==> config.mk <==
export PLATFORM = sky130hd
export DESIGN_NAME = floating_point_scale_scheduler_flat
export DESIGN_NICKNAME = d
export VERILOG_FILES = /design/src/rtl/floating_point_scale_scheduler_if.sv /design/src/rtl/floating_point_scale_scheduler.sv /design/src/flat_wrapper.sv
export SDC_FILE = /design/constraint.sdc
export NUM_CORES = 1
export LEC_CHECK = 0
export ABC_AREA = 1
export CORE_MARGIN = 3
export CORE_UTILIZATION = 45
export DETAILED_ROUTE_END_ITERATION = 16
export PLACE_DENSITY = 0.77
export SETUP_SLACK_MARGIN = 0.15
export SKIP_LAST_GASP = 1
export SYNTH_ARGS = -nofsm -noshare
export SYNTH_HDL_FRONTEND = slang
export SYNTH_SLANG_ARGS = --single-unit
==> constraint.sdc <==
create_clock -name clk_i -period 3.7 [get_ports clk_i]
set_input_delay 0.74 -clock clk_i [delete_from_list [all_inputs] [get_ports clk_i]]
set_output_delay 0.74 -clock clk_i [all_outputs]
set_load 0.02 [all_outputs]
==> src/rtl/floating_point_scale_scheduler_if.sv <==
// Handshake bundle between the scale scheduler, its requesters, the shared scale unit
// and the downstream result consumer.
interface floating_point_scale_scheduler_if #(
  parameter int unsigned EXP_WIDTH  = 8,
  parameter int unsigned FRAC_WIDTH = 23,
  parameter int unsigned NUM_REQ    = 4
);
  localparam int unsigned FP_WIDTH = 1 + EXP_WIDTH + FRAC_WIDTH;
  localparam int unsigned TAG_W    = $clog2(NUM_REQ);

  logic [NUM_REQ*FP_WIDTH-1:0] req_fp_i;
  logic [NUM_REQ-1:0]          req_valid_i;
  logic [NUM_REQ-1:0]          req_ready_o;
  logic [FP_WIDTH-1:0]         unit_fp_o;
  logic                        unit_valid_o;
  logic [FP_WIDTH-1:0]         unit_fp_i;
  logic                        unit_valid_i;
  logic [FP_WIDTH-1:0]         fp_o;
  logic [TAG_W-1:0]            tag_o;
  logic                        valid_o;
  logic                        ready_i;
  logic                        error_o;

  // Scheduler side.
  modport slave (
    input  req_fp_i, req_valid_i, unit_fp_i, unit_valid_i, ready_i,
    output req_ready_o, unit_fp_o, unit_valid_o, fp_o, tag_o, valid_o, error_o
  );

  // Environment side: requesters, scale unit and result consumer.
  modport master (
    output req_fp_i, req_valid_i, unit_fp_i, unit_valid_i, ready_i,
    input  req_ready_o, unit_fp_o, unit_valid_o, fp_o, tag_o, valid_o, error_o
  );
endinterface

==> src/rtl/floating_point_scale_scheduler.sv <==
// Round-robin, credit-gated scheduler sharing one pipelined FP scale unit among NUM_REQ
// requesters; results are returned in issue order with the owning requester's tag.
module floating_point_scale_scheduler #(
  parameter int unsigned EXP_WIDTH  = 8,
  parameter int unsigned FRAC_WIDTH = 23,
  parameter int unsigned NUM_REQ    = 4,
  parameter int unsigned LATENCY    = 1,
  parameter int unsigned FIFO_DEPTH = 4
) (
  input logic                            clk_i,
  input logic                            rst_ni,
  floating_point_scale_scheduler_if.slave bus
);

  localparam int unsigned FP_WIDTH = 1 + EXP_WIDTH + FRAC_WIDTH;
  localparam int unsigned TAG_W    = $clog2(NUM_REQ);
  localparam int unsigned PTR_W    = $clog2(FIFO_DEPTH);
  localparam int unsigned CNT_W    = PTR_W + 1;
  localparam int unsigned ENTRY_W  = TAG_W + FP_WIDTH;

  if (NUM_REQ < 2 || FIFO_DEPTH < 2 || (FIFO_DEPTH & (FIFO_DEPTH - 1)) != 0 || LATENCY < 1)
  begin : g_bad_cfg
    $error("floating_point_scale_scheduler: invalid parameter configuration");
  end

  // Registered state
  logic [TAG_W-1:0]    rr_ptr_q, rr_ptr_d;
  logic [CNT_W-1:0]    inflight_q, inflight_d;
  logic [CNT_W-1:0]    fifo_count_q, fifo_count_d;
  logic [FP_WIDTH-1:0] unit_fp_q, unit_fp_d;
  logic                unit_valid_q, unit_valid_d;
  logic                error_q, error_d;
  logic [PTR_W:0]      tq_wr_q, tq_wr_d, tq_rd_q, tq_rd_d;
  logic [PTR_W:0]      res_wr_q, res_wr_d, res_rd_q, res_rd_d;

  logic [TAG_W-1:0]    tq_mem_q  [FIFO_DEPTH];
  logic [ENTRY_W-1:0]  res_mem_q [FIFO_DEPTH];

  // Combinational signals
  logic [CNT_W:0]      used;
  logic                issue_ok;
  logic                grant;
  logic [TAG_W-1:0]    gnt_idx;
  logic [TAG_W-1:0]    cand;
  logic [NUM_REQ-1:0]  req_ready;
  logic [FP_WIDTH-1:0] sel_fp;
  logic                tq_empty;
  logic [TAG_W-1:0]    tq_head;
  logic                ret_ok, ret_err;
  logic                res_push, res_pop, res_full;
  logic                valid;

  // Credits count both buffered and in-flight results so the unit can never overrun the FIFO.
  always_comb begin
    used     = {1'b0, fifo_count_q} + {1'b0, inflight_q};
    issue_ok = used < (CNT_W + 1)'(FIFO_DEPTH);
  end

  always_comb begin
    grant   = 1'b0;
    gnt_idx = '0;
    cand    = '0;
    if (issue_ok) begin
      for (int unsigned i = 0; i < NUM_REQ; i++) begin
        cand = TAG_W'((32'(rr_ptr_q) + i) % NUM_REQ);
        if (!grant && bus.req_valid_i[cand]) begin
          grant   = 1'b1;
          gnt_idx = cand;
        end
      end
    end
  end

  always_comb begin
    req_ready = '0;
    sel_fp    = '0;
    for (int unsigned k = 0; k < NUM_REQ; k++) begin
      if (grant && TAG_W'(k) == gnt_idx) begin
        req_ready[k] = 1'b1;
        sel_fp       = bus.req_fp_i[k*FP_WIDTH +: FP_WIDTH];
      end
    end
  end

  always_comb begin
    tq_empty = (tq_wr_q == tq_rd_q);
    tq_head  = tq_mem_q[tq_rd_q[PTR_W-1:0]];
    ret_ok   = bus.unit_valid_i && !tq_empty;
    ret_err  = bus.unit_valid_i && tq_empty;
    valid    = (fifo_count_q != '0);
    res_push = ret_ok;
    res_pop  = valid && bus.ready_i;
    res_full = (res_wr_q[PTR_W] != res_rd_q[PTR_W]) &&
               (res_wr_q[PTR_W-1:0] == res_rd_q[PTR_W-1:0]);
  end

  always_comb begin
    rr_ptr_d     = rr_ptr_q;
    inflight_d   = inflight_q;
    fifo_count_d = fifo_count_q;
    unit_fp_d    = unit_fp_q;
    unit_valid_d = grant;
    error_d      = error_q | ret_err;
    tq_wr_d      = tq_wr_q + (PTR_W + 1)'(grant);
    tq_rd_d      = tq_rd_q + (PTR_W + 1)'(ret_ok);
    res_wr_d     = res_wr_q + (PTR_W + 1)'(res_push);
    res_rd_d     = res_rd_q + (PTR_W + 1)'(res_pop);

    if (grant) begin
      unit_fp_d = sel_fp;
      rr_ptr_d  = (gnt_idx == TAG_W'(NUM_REQ - 1)) ? '0 : gnt_idx + TAG_W'(1);
    end

    unique case ({grant, ret_ok})
      2'b10:   inflight_d = inflight_q + CNT_W'(1);
      2'b01:   inflight_d = inflight_q - CNT_W'(1);
      default: inflight_d = inflight_q;
    endcase

    unique case ({res_push, res_pop})
      2'b10:   fifo_count_d = fifo_count_q + CNT_W'(1);
      2'b01:   fifo_count_d = fifo_count_q - CNT_W'(1);
      default: fifo_count_d = fifo_count_q;
    endcase
  end

  always_ff @(posedge clk_i or negedge rst_ni) begin
    if (!rst_ni) begin
      rr_ptr_q     <= '0;
      inflight_q   <= '0;
      fifo_count_q <= '0;
      unit_fp_q    <= '0;
      unit_valid_q <= 1'b0;
      error_q      <= 1'b0;
      tq_wr_q      <= '0;
      tq_rd_q      <= '0;
      res_wr_q     <= '0;
      res_rd_q     <= '0;
    end else begin
      rr_ptr_q     <= rr_ptr_d;
      inflight_q   <= inflight_d;
      fifo_count_q <= fifo_count_d;
      unit_fp_q    <= unit_fp_d;
      unit_valid_q <= unit_valid_d;
      error_q      <= error_d;
      tq_wr_q      <= tq_wr_d;
      tq_rd_q      <= tq_rd_d;
      res_wr_q     <= res_wr_d;
      res_rd_q     <= res_rd_d;
    end
  end

  // Storage needs no reset: entries are only read once their pointers mark them valid.
  always_ff @(posedge clk_i) begin
    if (grant) begin
      tq_mem_q[tq_wr_q[PTR_W-1:0]] <= gnt_idx;
    end
    if (res_push) begin
      res_mem_q[res_wr_q[PTR_W-1:0]] <= {tq_head, bus.unit_fp_i};
    end
  end

  assign bus.req_ready_o            = req_ready;
  assign bus.unit_fp_o              = unit_fp_q;
  assign bus.unit_valid_o           = unit_valid_q;
  assign bus.valid_o                = valid;
  assign bus.error_o                = error_q;
  assign {bus.tag_o, bus.fp_o}      = valid ? res_mem_q[res_rd_q[PTR_W-1:0]] : '0;

  a_no_push_when_full: assert property (@(posedge clk_i) disable iff (!rst_ni)
    !(res_push && res_full));

endmodule

==> src/flat_wrapper.sv <==
// flat-port wrapper written by rule: the top's interface ports become plain ports
module floating_point_scale_scheduler_flat 
#(
  parameter int unsigned EXP_WIDTH  = 8,
  parameter int unsigned FRAC_WIDTH = 23,
  parameter int unsigned NUM_REQ    = 4,
  parameter int unsigned LATENCY    = 1,
  parameter int unsigned FIFO_DEPTH = 4
)
  (clk_i, rst_ni, bus_req_fp_i, bus_req_valid_i, bus_unit_fp_i, bus_unit_valid_i, bus_ready_i, bus_req_ready_o, bus_unit_fp_o, bus_unit_valid_o, bus_fp_o, bus_tag_o, bus_valid_o, bus_error_o);
  floating_point_scale_scheduler_if #(.EXP_WIDTH(EXP_WIDTH), .FRAC_WIDTH(FRAC_WIDTH), .NUM_REQ(NUM_REQ)) bus_i ();
  input logic clk_i;
  input logic rst_ni;
  input wire logic [$bits(bus_i.req_fp_i)-1:0] bus_req_fp_i;
  input wire logic [$bits(bus_i.req_valid_i)-1:0] bus_req_valid_i;
  input wire logic [$bits(bus_i.unit_fp_i)-1:0] bus_unit_fp_i;
  input wire logic [$bits(bus_i.unit_valid_i)-1:0] bus_unit_valid_i;
  input wire logic [$bits(bus_i.ready_i)-1:0] bus_ready_i;
  output wire logic [$bits(bus_i.req_ready_o)-1:0] bus_req_ready_o;
  output wire logic [$bits(bus_i.unit_fp_o)-1:0] bus_unit_fp_o;
  output wire logic [$bits(bus_i.unit_valid_o)-1:0] bus_unit_valid_o;
  output wire logic [$bits(bus_i.fp_o)-1:0] bus_fp_o;
  output wire logic [$bits(bus_i.tag_o)-1:0] bus_tag_o;
  output wire logic [$bits(bus_i.valid_o)-1:0] bus_valid_o;
  output wire logic [$bits(bus_i.error_o)-1:0] bus_error_o;
  assign bus_i.req_fp_i = bus_req_fp_i;
  assign bus_i.req_valid_i = bus_req_valid_i;
  assign bus_i.unit_fp_i = bus_unit_fp_i;
  assign bus_i.unit_valid_i = bus_unit_valid_i;
  assign bus_i.ready_i = bus_ready_i;
  assign bus_req_ready_o = bus_i.req_ready_o;
  assign bus_unit_fp_o = bus_i.unit_fp_o;
  assign bus_unit_valid_o = bus_i.unit_valid_o;
  assign bus_fp_o = bus_i.fp_o;
  assign bus_tag_o = bus_i.tag_o;
  assign bus_valid_o = bus_i.valid_o;
  assign bus_error_o = bus_i.error_o;
  floating_point_scale_scheduler #(.EXP_WIDTH(EXP_WIDTH), .FRAC_WIDTH(FRAC_WIDTH), .NUM_REQ(NUM_REQ), .LATENCY(LATENCY), .FIFO_DEPTH(FIFO_DEPTH)) u_core (.clk_i(clk_i), .rst_ni(rst_ni), .bus(bus_i));
endmodule
==> results.rst <==
.. list-table::
   :header-rows: 1

   * - Metric
     - Value
   * - Outcome
     - completed
   * - Flip-flop and latch count after synthesis
     - between 150 and 200
   * - Time the final worst path needs with I/O delays and setup
     - roughly 3500 ps
   * - Slowest stage cell, crit path
     - sky130_fd_sc_hd__clkdlybuf4s50_1
   * - R2r startpoint
     - u_core.rr_ptr_q[0]
   * - Distinct cell type count after synthesis
     - 32
   * - GR Overflow Total
     - 0
   * - Count of nets after finishing
     - 1,510
   * - Global-route wire length before repair
     - approximately 42,000 µm
   * - Data required time at the worst endpoint
     - between 2000 and 3000 ps
   * - Main area contributors after synthesis
     - sky130_fd_sc_hd__edfxtp_1 45%, sky130_fd_sc_hd__dfrtp_1 13%, sky130_fd_sc_hd__nand2_1 9.9%, sky130_fd_sc_hd__nor2_1 8.2%, sky130_fd_sc_hd__o21ai_0 4.1%
   * - Dominant cell type by area after synthesis
     - sky130_fd_sc_hd__edfxtp_1
   * - Die width
     - 153 µm
   * - Total routing usage reported by global routing
     - 0.227
   * - Share of post-route cells with drive strength above 1
     - 0.0822
   * - Worst hold slack
     - ~470 ps
   * - Portion of synthesized cell area occupied by the leading cell type
     - 0.447
   * - Area enclosed by the die boundary
     - approximately 0.023 mm²
   * - Deepest level of the CTS H-tree
     - 4
   * - Initial standard-cell utilization of the core
     - 0.459
   * - Number of DRC violations after detailed routing
     - 0
   * - Worst path setup slack after routing
     - ~200 ps
   * - Number of placement rows
     - 53
   * - Vias/cell
     - a little over 5
   * - Number of diodes added for antenna fixing
     - 0
   * - Chip height
     - roughly 150 µm
   * - Power density of the placed cells
     - 911 mW/mm²
   * - Final WL
     - roughly 27,000 µm
   * - Largest driver fanout on the critical path
     - 3
   * - Cts bufs inserted
     - 17
   * - Mean instance size in the synthesized netlist
     - around 8.9 µm²
   * - Number of pins exceeding their max-slew limit in the final report
     - 0
   * - Clock latency on the worst-skew pair
     - ~430 ps
   * - Maximum number of pins on one net before global-route repair
     - 70
   * - Static leakage
     - around 0.0057 µW
   * - Worst ir drop on vdd
     - about 730 µV
   * - Hold buffers post-CTS
     - 0
   * - Data arrival time at the worst-slack endpoint
     - 2760 ps
   * - First DRT Iteration DRCs
     - roughly 600
   * - Max-capacitance violation count
     - 0
   * - Count of buffers from port buffering
     - 240
   * - Setup repair after global routing missed its margin
     - false
   * - Relative max-transition margin
     - 0.326
   * - Post-Syn Nets
     - 1,277
   * - Endpoint kind of the worst setup timing path
     - output port
   * - Average wire per standard cell
     - around 17 µm
   * - Number of hold-slack violations in the final timing report
     - 0
   * - Top cells by instance count after synthesis
     - 255 x sky130_fd_sc_hd__nand2_1, 211 x sky130_fd_sc_hd__nor2_1, 144 x sky130_fd_sc_hd__edfxtp_1, 106 x sky130_fd_sc_hd__inv_1, 80 x sky130_fd_sc_hd__o21ai_0
   * - Final Skew
     - 11.0 ps
   * - First element of the critical path
     - bus_req_valid_i[0]
   * - Drt pass-1 iters
     - 5
   * - Number of endpoints failing setup at the final stage
     - 0
   * - Worst hold path type
     - input pin to asynchronous set/reset pin
   * - Fin crit share
     - 0.947
   * - Count of flip-flops with a built-in enable after synthesis
     - roughly 140
   * - Growth of design area from synthesis to finish
     - 35.6%
   * - Count of mapped cells out of synthesis
     - 1,093
   * - Worst-Margin Slew
     - between 1000 and 1500 ps
   * - Reg clk slew, reported paths
     - ~80 ps
   * - Maximum number of buffers from clock root to sink
     - 2
   * - Critical path class
     - input pin to output port
   * - Cells traversed along the worst timing path
     - clkdlybuf4s50_1 > nand2_1 > nand2_2 > nand2_1 > nand2_4 > nor2_4 > nand2_2 > nor2_2 > nor3_2 > nor2_2 > buf_4 > inv_2 > ha_2 > inv_1 > nor2_4 > buf_6
   * - Setup slack, reg-to-reg
     - between 300 and 400 ps
   * - Clock Sinks
     - 196
   * - Via Count
     - between 8,000 and 9,000
   * - Fmax
     - between 200 and 300 MHz
   * - Core area
     - approximately 0.021 mm²
   * - Final core utilization
     - 0.622
   * - Antenna-violating nets left
     - 0
   * - Final weighted congestion in routability-driven placement
     - around 0.95
   * - Clock root buffer master
     - sky130_fd_sc_hd__clkbuf_16
   * - Share of the yosys chip area belonging to registers
     - 0.581
   * - Pre-CTS WS
     - -370 ps
   * - Top-Level Pins
     - roughly 240
   * - Total power
     - between 10,000 and 15,000 µW
   * - Most common flop cell mapped by yosys
     - sky130_fd_sc_hd__edfxtp_1
   * - Vias in the first global route
     - just under 8,000
   * - Initial antenna violation count
     - 0
   * - DP Wirelength
     - roughly 19,000 µm
   * - CTS tree
     - built
   * - Delay of the slowest cell on the worst path
     - between 400 and 500 ps
   * - Most instantiated library cell after synthesis
     - sky130_fd_sc_hd__nand2_1
   * - Synthesis Warnings
     - 0
   * - Synth Cell Area
     - a little under 0.01 mm²
   * - Filler cell count in the final layout
     - roughly 1,800
   * - Sort of element at the start of the critical path
     - input pin
   * - Share of flip-flops with an asynchronous set or reset
     - 0.265
[cells by family after synthesis]
logic type               Yosys count  share of synthesized area
adder cells (fa/ha/maj)           16                     0.0222
XOR/XNOR                          12                     0.0109
AND/OR/NAND/NOR                  558                      0.241
flip-flops                       196                      0.581
AO/OA/AOI/OAI                    135                     0.0703
buffers and inverters            176                     0.0742
[metal layers]
| metal | track usage | vias to the layer above | wire length [µm] | share of wire |
|---|---|---|---|---|
| met3 | 0.0542 | 58 | 2140 | 0.079 |
| li1 | - | 4040 | - | - |
| met1 | 0.276 | 3836 | 10400 | 0.39 |
| met4 | 0.102 | 0 | 1050 | 0.039 |
| met5 | 0 | - | 0 | 0 |
| met2 | 0.386 | 356 | 13400 | 0.50 |
[stage by stage]
stage,instance area [µm²],std cells,setup TNS [ps]
after floorplan,9680,1093,0
after global placement,12400,1577,-1030
after detailed placement,12400,1577,-1440
after CTS,13100,1611,0
after global routing,13100,1614,0
final,13100,1614,0
[worst max-delay path, delay by kind of cell]
family / cells / cell delay [ps]
simple gates: 10 / 990
fa+ha+maj: 1 / 180
buf+inv: 5 / 850
[final cells by class]
class                      count  area [µm²]  area share
sequential                   196        5630       0.429
multi-input combinational    721        3420       0.261
timing repair buffer         278        2720       0.207
inverter                     112         425      0.0324
clock inverter                14         156      0.0119
clock buffer                  18         429      0.0327
tap                          275         344      0.0262
[what timing repair did]
item	CTS	global route
resized for setup	27	19
setup buffers	2	3
setup endpoints to repair	4	5
pin swaps	3	7
cloned	0	0
[state kept, by name (all words and copies together), names as in the netlist]
signal and cells:
u_core.bus.unit_fp_o 32, u_core.tq_mem_q 8, u_core.res_wr_q 2, u_core.rr_ptr_q 2
u_core.fifo_count_q 3, u_core.bus.unit_valid_o 1, u_core.inflight_q 3, u_core.tq_wr_q 3
u_core.tq_rd_q 3, u_core.res_mem_q 136, u_core.res_rd_q 2, u_core.bus.error_o 1
[power by group]
part,switching [µW],internal [µW]
Combinational,4300,2500
Clock,869,966
Sequential,252,3060
[placed cells by master, fill, tap and decap left out, types with 5 or more instances in the layout]
| cell type | Yosys | layout |
|---|---|---|
| sky130_fd_sc_hd__nand2_1 | 255 | 249 |
| sky130_fd_sc_hd__clkdlybuf4s50_1 | 0 | 232 |
| sky130_fd_sc_hd__nor2_1 | 211 | 209 |
| sky130_fd_sc_hd__edfxtp_1 | 144 | 144 |
| sky130_fd_sc_hd__inv_1 | 106 | 105 |
| sky130_fd_sc_hd__o21ai_0 | 80 | 77 |
| sky130_fd_sc_hd__a21oi_1 | 51 | 51 |
| sky130_fd_sc_hd__nand4_1 | 51 | 51 |
| sky130_fd_sc_hd__dfrtp_1 | 52 | 51 |
| sky130_fd_sc_hd__buf_4 | 9 | 36 |
| sky130_fd_sc_hd__nand3_1 | 20 | 18 |
| sky130_fd_sc_hd__clkbuf_16 | 0 | 17 |
| sky130_fd_sc_hd__ha_1 | 14 | 11 |
| sky130_fd_sc_hd__xnor2_1 | 7 | 7 |
| sky130_fd_sc_hd__nor3_2 | 0 | 6 |
| sky130_fd_sc_hd__inv_6 | 0 | 6 |
| sky130_fd_sc_hd__nand2_2 | 0 | 5 |
| sky130_fd_sc_hd__xor2_1 | 5 | 5 |
[worst paths after layout]
kind                       depth (start not counted)                      end
max                                               16       bus_req_ready_o[1]
min                                                1  u_core.bus.unit_fp_o[9]
max reg2reg                                       18     u_core.inflight_q[2]
min reg2reg                                        1     u_core.inflight_q[2]
max in group asynchronous                          2  u_core.bus.unit_fp_o[0]
min in group clk_i                                 1     u_core.inflight_q[2]
Note: power is estimated with default switching activity, not from simulation.
